File: config.mk
export PLATFORM = sky130hd
export DESIGN_NAME = uart_rx
export DESIGN_NICKNAME = d
export VERILOG_FILES = /design/src/rtl/uart_rx.sv
export SDC_FILE = /design/constraint.sdc
export NUM_CORES = 1
export LEC_CHECK = 0
export ABC_AREA = 0
export BUFFER_PORTS_ARGS = -buffer_cell sky130_fd_sc_hd__buf_2
export CAP_MARGIN = 10
export CORE_MARGIN = 2
export CORE_UTILIZATION = 45
export CTS_CLUSTER_DIAMETER = 60
export DETAILED_ROUTE_END_ITERATION = 7
export PLACE_DENSITY = 0.65
export SYNTH_ARGS = -nofsm -noshare
export SYNTH_HDL_FRONTEND = slang
export SYNTH_SLANG_ARGS = --single-unit
File: constraint.sdc
create_clock -name clk -period 1.4 [get_ports clk]
set_input_delay 0.21 -clock clk [delete_from_list [all_inputs] [get_ports clk]]
set_output_delay 0.21 -clock clk [all_outputs]
set_load 0.05 [all_outputs]
File: src/rtl/uart_rx.sv
`default_nettype none
// uart_rx -- UART receiver: 2-FF synchronized line, mid-bit sampling, LSB-first data, stop-bit error flag.
// Revision 1.0
module uart_rx #(
  parameter int CLK_FREQ   = 50_000_000,
  parameter int BAUD_RATE  = 9600,
  parameter int FRAME_BITS = 10
) (
  input  logic                  clk,
  input  logic                  reset,
  input  logic                  rx,
  output logic [FRAME_BITS-3:0] rx_data,
  output logic                  rx_valid,
  output logic                  rx_busy,
  output logic                  frame_err
);

  localparam int DW   = FRAME_BITS - 2;
  localparam int CPB  = CLK_FREQ / BAUD_RATE;
  localparam int HALF = CPB / 2;
  localparam int CW   = (CPB > 1) ? $clog2(CPB) : 1;
  localparam int BW   = $clog2(DW + 1);

  localparam logic [CW-1:0] C_HALF_M1  = CW'(HALF - 1);
  localparam logic [CW-1:0] C_CPB_M1   = CW'(CPB - 1);
  localparam logic [BW-1:0] C_LAST_BIT = BW'(DW - 1);

  typedef enum logic [2:0] {
    S_IDLE  = 3'd0,
    S_START = 3'd1,
    S_DATA  = 3'd2,
    S_STOP  = 3'd3,
    S_BREAK = 3'd4
  } state_t;

  state_t          state_q, state_d;
  logic            sync1_q, sync2_q;
  logic            rx_s;
  logic [CW-1:0]   cnt_q, cnt_d;
  logic [BW-1:0]   bit_q, bit_d;
  logic [DW-1:0]   shift_q, shift_d;
  logic [DW-1:0]   data_q, data_d;
  logic            valid_q, valid_d;
  logic            ferr_q, ferr_d;

  assign rx_s = sync2_q;

  always_comb begin
    state_d = state_q;
    cnt_d   = cnt_q;
    bit_d   = bit_q;
    shift_d = shift_q;
    data_d  = data_q;
    valid_d = 1'b0;
    ferr_d  = 1'b0;
    case (state_q)
      S_IDLE: begin
        cnt_d = '0;
        if (!rx_s) state_d = S_START;
      end
      S_START: begin
        if (cnt_q == C_HALF_M1) begin
          cnt_d = '0;
          if (!rx_s) begin
            bit_d   = '0;
            state_d = S_DATA;
          end else begin
            state_d = S_IDLE;
          end
        end else begin
          cnt_d = cnt_q + CW'(1);
        end
      end
      S_DATA: begin
        if (cnt_q == C_CPB_M1) begin
          cnt_d = '0;
          // Right shift: the first bit received ends up in bit 0.
          shift_d         = shift_q >> 1;
          shift_d[DW-1]   = rx_s;
          bit_d           = bit_q + BW'(1);
          if (bit_q == C_LAST_BIT) state_d = S_STOP;
        end else begin
          cnt_d = cnt_q + CW'(1);
        end
      end
      S_STOP: begin
        if (cnt_q == C_CPB_M1) begin
          cnt_d = '0;
          if (rx_s) begin
            data_d  = shift_q;
            valid_d = 1'b1;
            state_d = S_IDLE;
          end else begin
            ferr_d  = 1'b1;
            state_d = S_BREAK;
          end
        end else begin
          cnt_d = cnt_q + CW'(1);
        end
      end
      S_BREAK: begin
        // A held-low line must return high before a new start is accepted.
        cnt_d = '0;
        if (rx_s) state_d = S_IDLE;
      end
      default: begin
        state_d = S_IDLE;
        cnt_d   = '0;
      end
    endcase
  end

  always_ff @(posedge clk) begin
    if (!reset) begin
      state_q <= S_IDLE;
      sync1_q <= 1'b1;
      sync2_q <= 1'b1;
      cnt_q   <= '0;
      bit_q   <= '0;
      shift_q <= '0;
      data_q  <= '0;
      valid_q <= 1'b0;
      ferr_q  <= 1'b0;
    end else begin
      state_q <= state_d;
      sync1_q <= rx;
      sync2_q <= sync1_q;
      cnt_q   <= cnt_d;
      bit_q   <= bit_d;
      shift_q <= shift_d;
      data_q  <= data_d;
      valid_q <= valid_d;
      ferr_q  <= ferr_d;
    end
  end

  assign rx_data   = data_q;
  assign rx_valid  = valid_q;
  assign frame_err = ferr_q;
  assign rx_busy   = (state_q != S_IDLE);

endmodule
`default_nettype wire
Yosys cells after proc, flatten, opt, wreduce, memory -nomap -nowiden --
Cells that the tools add are included.
Word-level totals: logic and storage cells 52, output and inout port bits 11, flip-flop bits (word level) 40, input port bits 3
Cells by class: add/sub/neg operators 2, muxes and demuxes 18, reduce and logical (&&, ||, !) cells 9, equal/unequal tests 14
Operator list (number):
- two-way mux 13 bit | 2
- one-hot mux 13 bit (2 select lines) | 1
- two-way mux 3 bit | 7
- one-hot mux 3 bit (5 select lines) | 1
- != test 2 bit (second input constant) | 7
- adder 13 x 1 -> 13 bit (second input constant) | 1
- equality test 13 x 12 -> 1 bit (second input constant) | 1
- equality test 13 bit (second input constant) | 1
- two-way mux 4 bit | 3
- one-hot mux 4 bit (2 select lines) | 1
- equality test 3 x 2 -> 1 bit (second input constant) | 2
- AND reduction 3 bit | 2
- AND reduction 6 bit | 1
- adder 4 x 1 -> 4 bit (second input constant) | 1
- equality test 4 x 3 -> 1 bit (second input constant) | 1
- AND reduction 4 bit | 1
- equality test 3 x 1 -> 1 bit (second input constant) | 1
- equality test 3 bit (second input constant) | 1
- logical NOT 3 bit | 1
- nonzero test 3 bit | 1
- two-way mux 1 bit | 2
- two-way mux 2 bit | 1
- AND reduction 2 bit | 1
- nonzero test 2 bit | 1
- OR reduction 2 bit | 1

Longest topological paths before layout --
word-level depth 4, gate-level depth with buffers 6

Worst setup path before layout --
Ideal clock, no wire load.
path kind flip-flop to flip-flop, start point reg cnt_q[0], end point reg state_q[2], required time 1330 ps, setup time 70 ps, path buffers 0, data arrival time 1472 ps, path slack -141 ps, cell stages (with the launch flop) 6, cell sequence dfxtp_1 ha_1 and2_1 nand4_1 or4_1 a21oi_1
On the way: longest elaborated chain between the ends 3, elaborated cells between the ends (all ways) 6
RTL lines:
- from (decl) | RTL line 39 | logic [CW-1:0] cnt_q, cnt_d;
- from (signal assigned) | RTL line 128 | cnt_q <= cnt_d;
- equality test 13 bit or equality test 13 x 12 -> 1 bit (tied branches) | RTL line 75, 87, 62
- != test 2 bit (no line)
- AND reduction 6 bit (no line) *
- to (signal assigned) | RTL line 125 | state_q <= state_d;
- to (decl) | RTL line 36 | state_t state_q, state_d;
Every way passes the cells marked *; elsewhere a longest branch is shown, timed or not. A chain may end at the register's enable or synchronous reset.

Final worst setup path --
start point reg state_q[1], end point out rx_busy
On the way: longest elaborated chain between the ends 1
RTL lines:
- nonzero test 3 bit | RTL line 140 | assign rx_busy = (state_q != S_IDLE);
- to (decl) | RTL line 14 | output logic rx_busy,
Every way passes these cells.

==> key figures <==
Status
  – Outcome: finished with violations
  – Failing checks: setup timing

Synth
  – Share of synthesized cell area in and, or, nand and nor gates: 30.5%
  – Main flop type after synthesis: sky130_fd_sc_hd__dfxtp_1
  – Synthesized area divided by synthesized cell count: between 9 and 10 µm²
  – Count of flip-flops with a built-in enable after synthesis: 0
  – Portion of netlist area occupied by mux cells: 4.42%
  – Synth Area in Compound Gates: 11.1%
  – Dominant combinational cell family by area after synthesis: simple AND/OR/NAND/NOR gates
  – Arithmetic-cell share of the synthesized area counting full adders, half adders and majority gates: approximately 1.4%
  – Share of synthesized registers carrying an async set or reset: 0%
  – Count of distinct cell types in the synthesized netlist: 44
  – Register bit count reported by yosys: 40
  – Xor/xnor cell area share of the yosys netlist: approximately 4.4%
  – Number of standard cells after synthesis: 198
  – Sequential element share of the synthesized area: around 44%
  – Post-synth net total: 203
  – Number of warnings reported in the yosys synthesis log: 0
  – Post-synthesis instance area: 0.00181 mm²

Clocking
  – Cell at the root of the clock tree: sky130_fd_sc_hd__clkbuf_8
  – Clock tree from TritonCTS: yes
  – Max clock buf depth: 2
  – Number of clock sinks: 40
  – Max H-tree Level: 2
  – Clock network latency to the later pin of the worst-skew pair: 0.30 ns
  – Clock buffers created by TritonCTS: 5
  – Clock edge transition at the registers on the reported setup and hold paths: 0.08 ns
  – CTS hold repair buffers: 0

Hold path
  – Hold EP: sync1_q
  – Hold wc startpoint: rx
  – Path class of the lowest-slack min-delay path: in2reg
  – Number of cells on the worst hold path: 2

Timing
  – Maximum clock skew at final layout: 0.00759 ns
  – Number of pins with negative max-slew slack in the final report: 0
  – Post-Route Setup TNS: -1.77 ns
  – Shortest clock period the worst path allows after layout: 1.52 ns
  – Unrepaired setup endpoints after global routing: true
  – Achievable Freq: 656 MHz
  – Final setup fails: 37
  – Max-slew headroom at the worst pin: 78.0%
  – Final hold violations: 0
  – Worst-Margin Slew: 0.328 ns
  – Final setup margin: -0.125 ns
  – Final Cycle Share: 109%

Place
  – Final Wtd Congestion: between 0.7 and 0.8
  – Placed Instances: between 200 and 300
  – DP HPWL: 2720 µm
  – Number of port buffers: 13

Pwr
  – Switching share of total power: 22.3%
  – Power density over cell area: 861 mW/mm²
  – NetSw: 0.502 mW
  – Static leakage power: 1.08 nW
  – Maximum resistive drop on vdd: 0.371 mV
  – Internal power: 1.74 mW
  – Post-layout total power: 2.24 mW
  – Clock power share: between 40% and 50%
  – Share of total power in sequential cells: 51.3%
  – Share of total power in combinational logic: 6.7%

Drt
  – Avg WL per Cell: 13.5 µm
  – Length of the first detailed-routing pass in iterations: 4
  – Routed vias/inst: roughly 5.2
  – Remaining routing DRC violations: 0
  – Routed vias: 1599
  – Detailed router's first-iteration violation count: 65
  – Number of nets still failing antenna checks after routing: 0
  – Final routed wirelength across all metal layers: a little over 4000 µm

Die
  – Horizontal die dimension: just under 70 µm
  – Core Region: 0.00394 mm²
  – Die Y: 67.4 µm
  – Number of cell rows: 23
  – Die ar.: 0.00455 mm²
  – Initial core utilization: a little under half
  – Count of pins on the block boundary: 14

GRT
  – Vias in the first global route: 1629
  – Met3 usage in global routing: 5.50%
  – Total congestion overflow after global routing: 0
  – Most Used Layer, Global Route: met2
  – Global-route wire length before repair: around 6900 µm
  – Met1 track demand over resource: 21.8%
  – GRT Resource Usage Total: between 20% and 30%
  – Maximum number of pins on one net before global-route repair: 22
  – Met2 layer usage reported by global route: 37.7%
  – Initial antenna violation count: 0

Layout
  – Post-synthesis to final-layout area growth: 44.0%
  – Most frequent cells in the layout: sky130_fd_sc_hd__buf_4, sky130_fd_sc_hd__dfxtp_1, sky130_fd_sc_hd__nor2_1
  – Number of diodes: 0
  – Number of filler instances in the final layout: 287
  – Number of nets in the layout: 260
  – End-of-flow core utilization: between 60% and 70%
  – Layout cell share with drive strength beyond 1: 49.6%
  – Final non-filler cell total: between 300 and 400
  – Most frequent standard cell in the layout excluding fill and tap cells: sky130_fd_sc_hd__buf_4

Critical path
  – Type of element capturing the critical path: primary output
  – Slack of the worst reg-to-reg path: -0.10 ns
  – Kind of launch point of the worst setup path: flip-flop
  – Highest-delay cell along the critical path: sky130_fd_sc_hd__dfxtp_4
  – FF-to-FF Start: cnt_q[1]
  – Largest fanout of any net on the critical path: 7
  – Reg2reg end: state_q[2]
  – Endpoint arrival time on the critical path: 1.31 ns
  – Worst path most repeated cell: sky130_fd_sc_hd__buf_6
  – Max incr delay on CP: 0.37 ns
  – Setup Crit Path Kind: reg2out
  – Required time of the critical path: approximately 1.2 ns
  – Cells along the critical path: buf_6, or3_4, buf_6
  – Number of cells on the worst reg-to-reg path: 5

Flow run
  – Max-capacitance violation count: 0
sequential cells by signal (all words and copies together), names as in the netlist:
register,cells
bit_q,4
state_q,3
rx_data,8
rx_valid,1
sync1_q,1
shift_q,8
rx_s,1
frame_err,1
cnt_q,13
cell families after synthesis:
family / Yosys count
AOI/OAI and AO/OA: 32
xor gates and xnor gates: 9
adders and majority gates: 2
buffers and inverters: 14
DFF: 40
muxes: 8
and+or+nand+nor: 93
power groups by stage:
stage               combinational, mW  sequential, mW  clock [mW]
global placement                0.106            1.19           0
floorplan                      0.0798            1.18           0
finish                          0.151            1.15       0.942
CTS                             0.142            1.15       0.960
global route                    0.164            1.15        1.02
detailed placement              0.107            1.19           0
routing by layer:
metal | vias to the layer above | routed length [µm]
met5 | - | 0
met4 | 0 | 68
met3 | 8 | 91
met2 | 14 | 2210
met1 | 766 | 1750
li1 | 811 | -
critical path, delay by kind of cell, from the launching register on:
| kind | cells | cell delay, ns |
|---|---|---|
| flip-flops | 1 | 0.37 |
| AND/OR/NAND/NOR | 1 | 0.37 |
| buffers and inverters | 2 | 0.27 |
cell usage after synthesis (3+ instances only):
master	number	area share, %
sky130_fd_sc_hd__a21oi_1	15	4.1
sky130_fd_sc_hd__a31oi_1	3	1.0
sky130_fd_sc_hd__and4b_1	3	1.7
sky130_fd_sc_hd__buf_2	3	0.83
sky130_fd_sc_hd__clkbuf_1	4	0.83
sky130_fd_sc_hd__dfxtp_1	40	44
sky130_fd_sc_hd__inv_1	3	0.62
sky130_fd_sc_hd__mux2i_1	8	4.4
sky130_fd_sc_hd__nand2_1	25	5.2
sky130_fd_sc_hd__nand2b_1	4	1.4
sky130_fd_sc_hd__nand3_1	5	1.4
sky130_fd_sc_hd__nand4_1	5	1.7
sky130_fd_sc_hd__nor2_1	23	4.8
sky130_fd_sc_hd__nor4b_1	4	1.9
sky130_fd_sc_hd__o21ai_0	4	1.1
sky130_fd_sc_hd__or3_1	5	1.7
sky130_fd_sc_hd__xor2_1	7	3.4
cell type report:
type | instances | area (µm²) | share of cell area (%)
flip-flops and latches | 40 | 830 | 31.8
clock inverters | 3 | 42.5 | 1.63
inverters | 3 | 11.3 | 0.432
clock buffers | 5 | 68.8 | 2.64
repair buffers | 61 | 474 | 18.2
well taps | 50 | 62.6 | 2.40
multi-input cells | 144 | 1120 | 42.9
worst max path at each step:
stage,from,endpoint,depth (start not counted)
2_1_floorplan,cnt_q[7],rx_data[0],5
3_3_place_gp,cnt_q[5],state_q[0],4
3_5_place_dp,state_q[1],bit_q[2],4
4_1_cts,state_q[1],rx_busy,3
5_1_grt,cnt_q[5],bit_q[3],6
6_report,state_q[1],rx_busy,3
through the flow:
| step | hold WS [ns] | worst slack [ns] | instance area (µm²) |
|---|---|---|---|
| after floorplan | 0.283 | -0.0493 | 1840 |
| after global placement | 0.391 | -0.0989 | 2160 |
| after detailed placement | 0.396 | -0.135 | 2160 |
| after CTS | 0.0878 | -0.128 | 2540 |
| after global routing | 0.0904 | -0.216 | 2610 |
| final | 0.0926 | -0.125 | 2610 |
repair_timing:
action / in CTS / in global routing
pin swaps: 27 / 9
setup endpoints to repair: 39 / 39
cloned: 1 / 0
gates resized for setup: 51 / 12
setup buffers: 11 / 3
(Power assumes the default switching activity.)
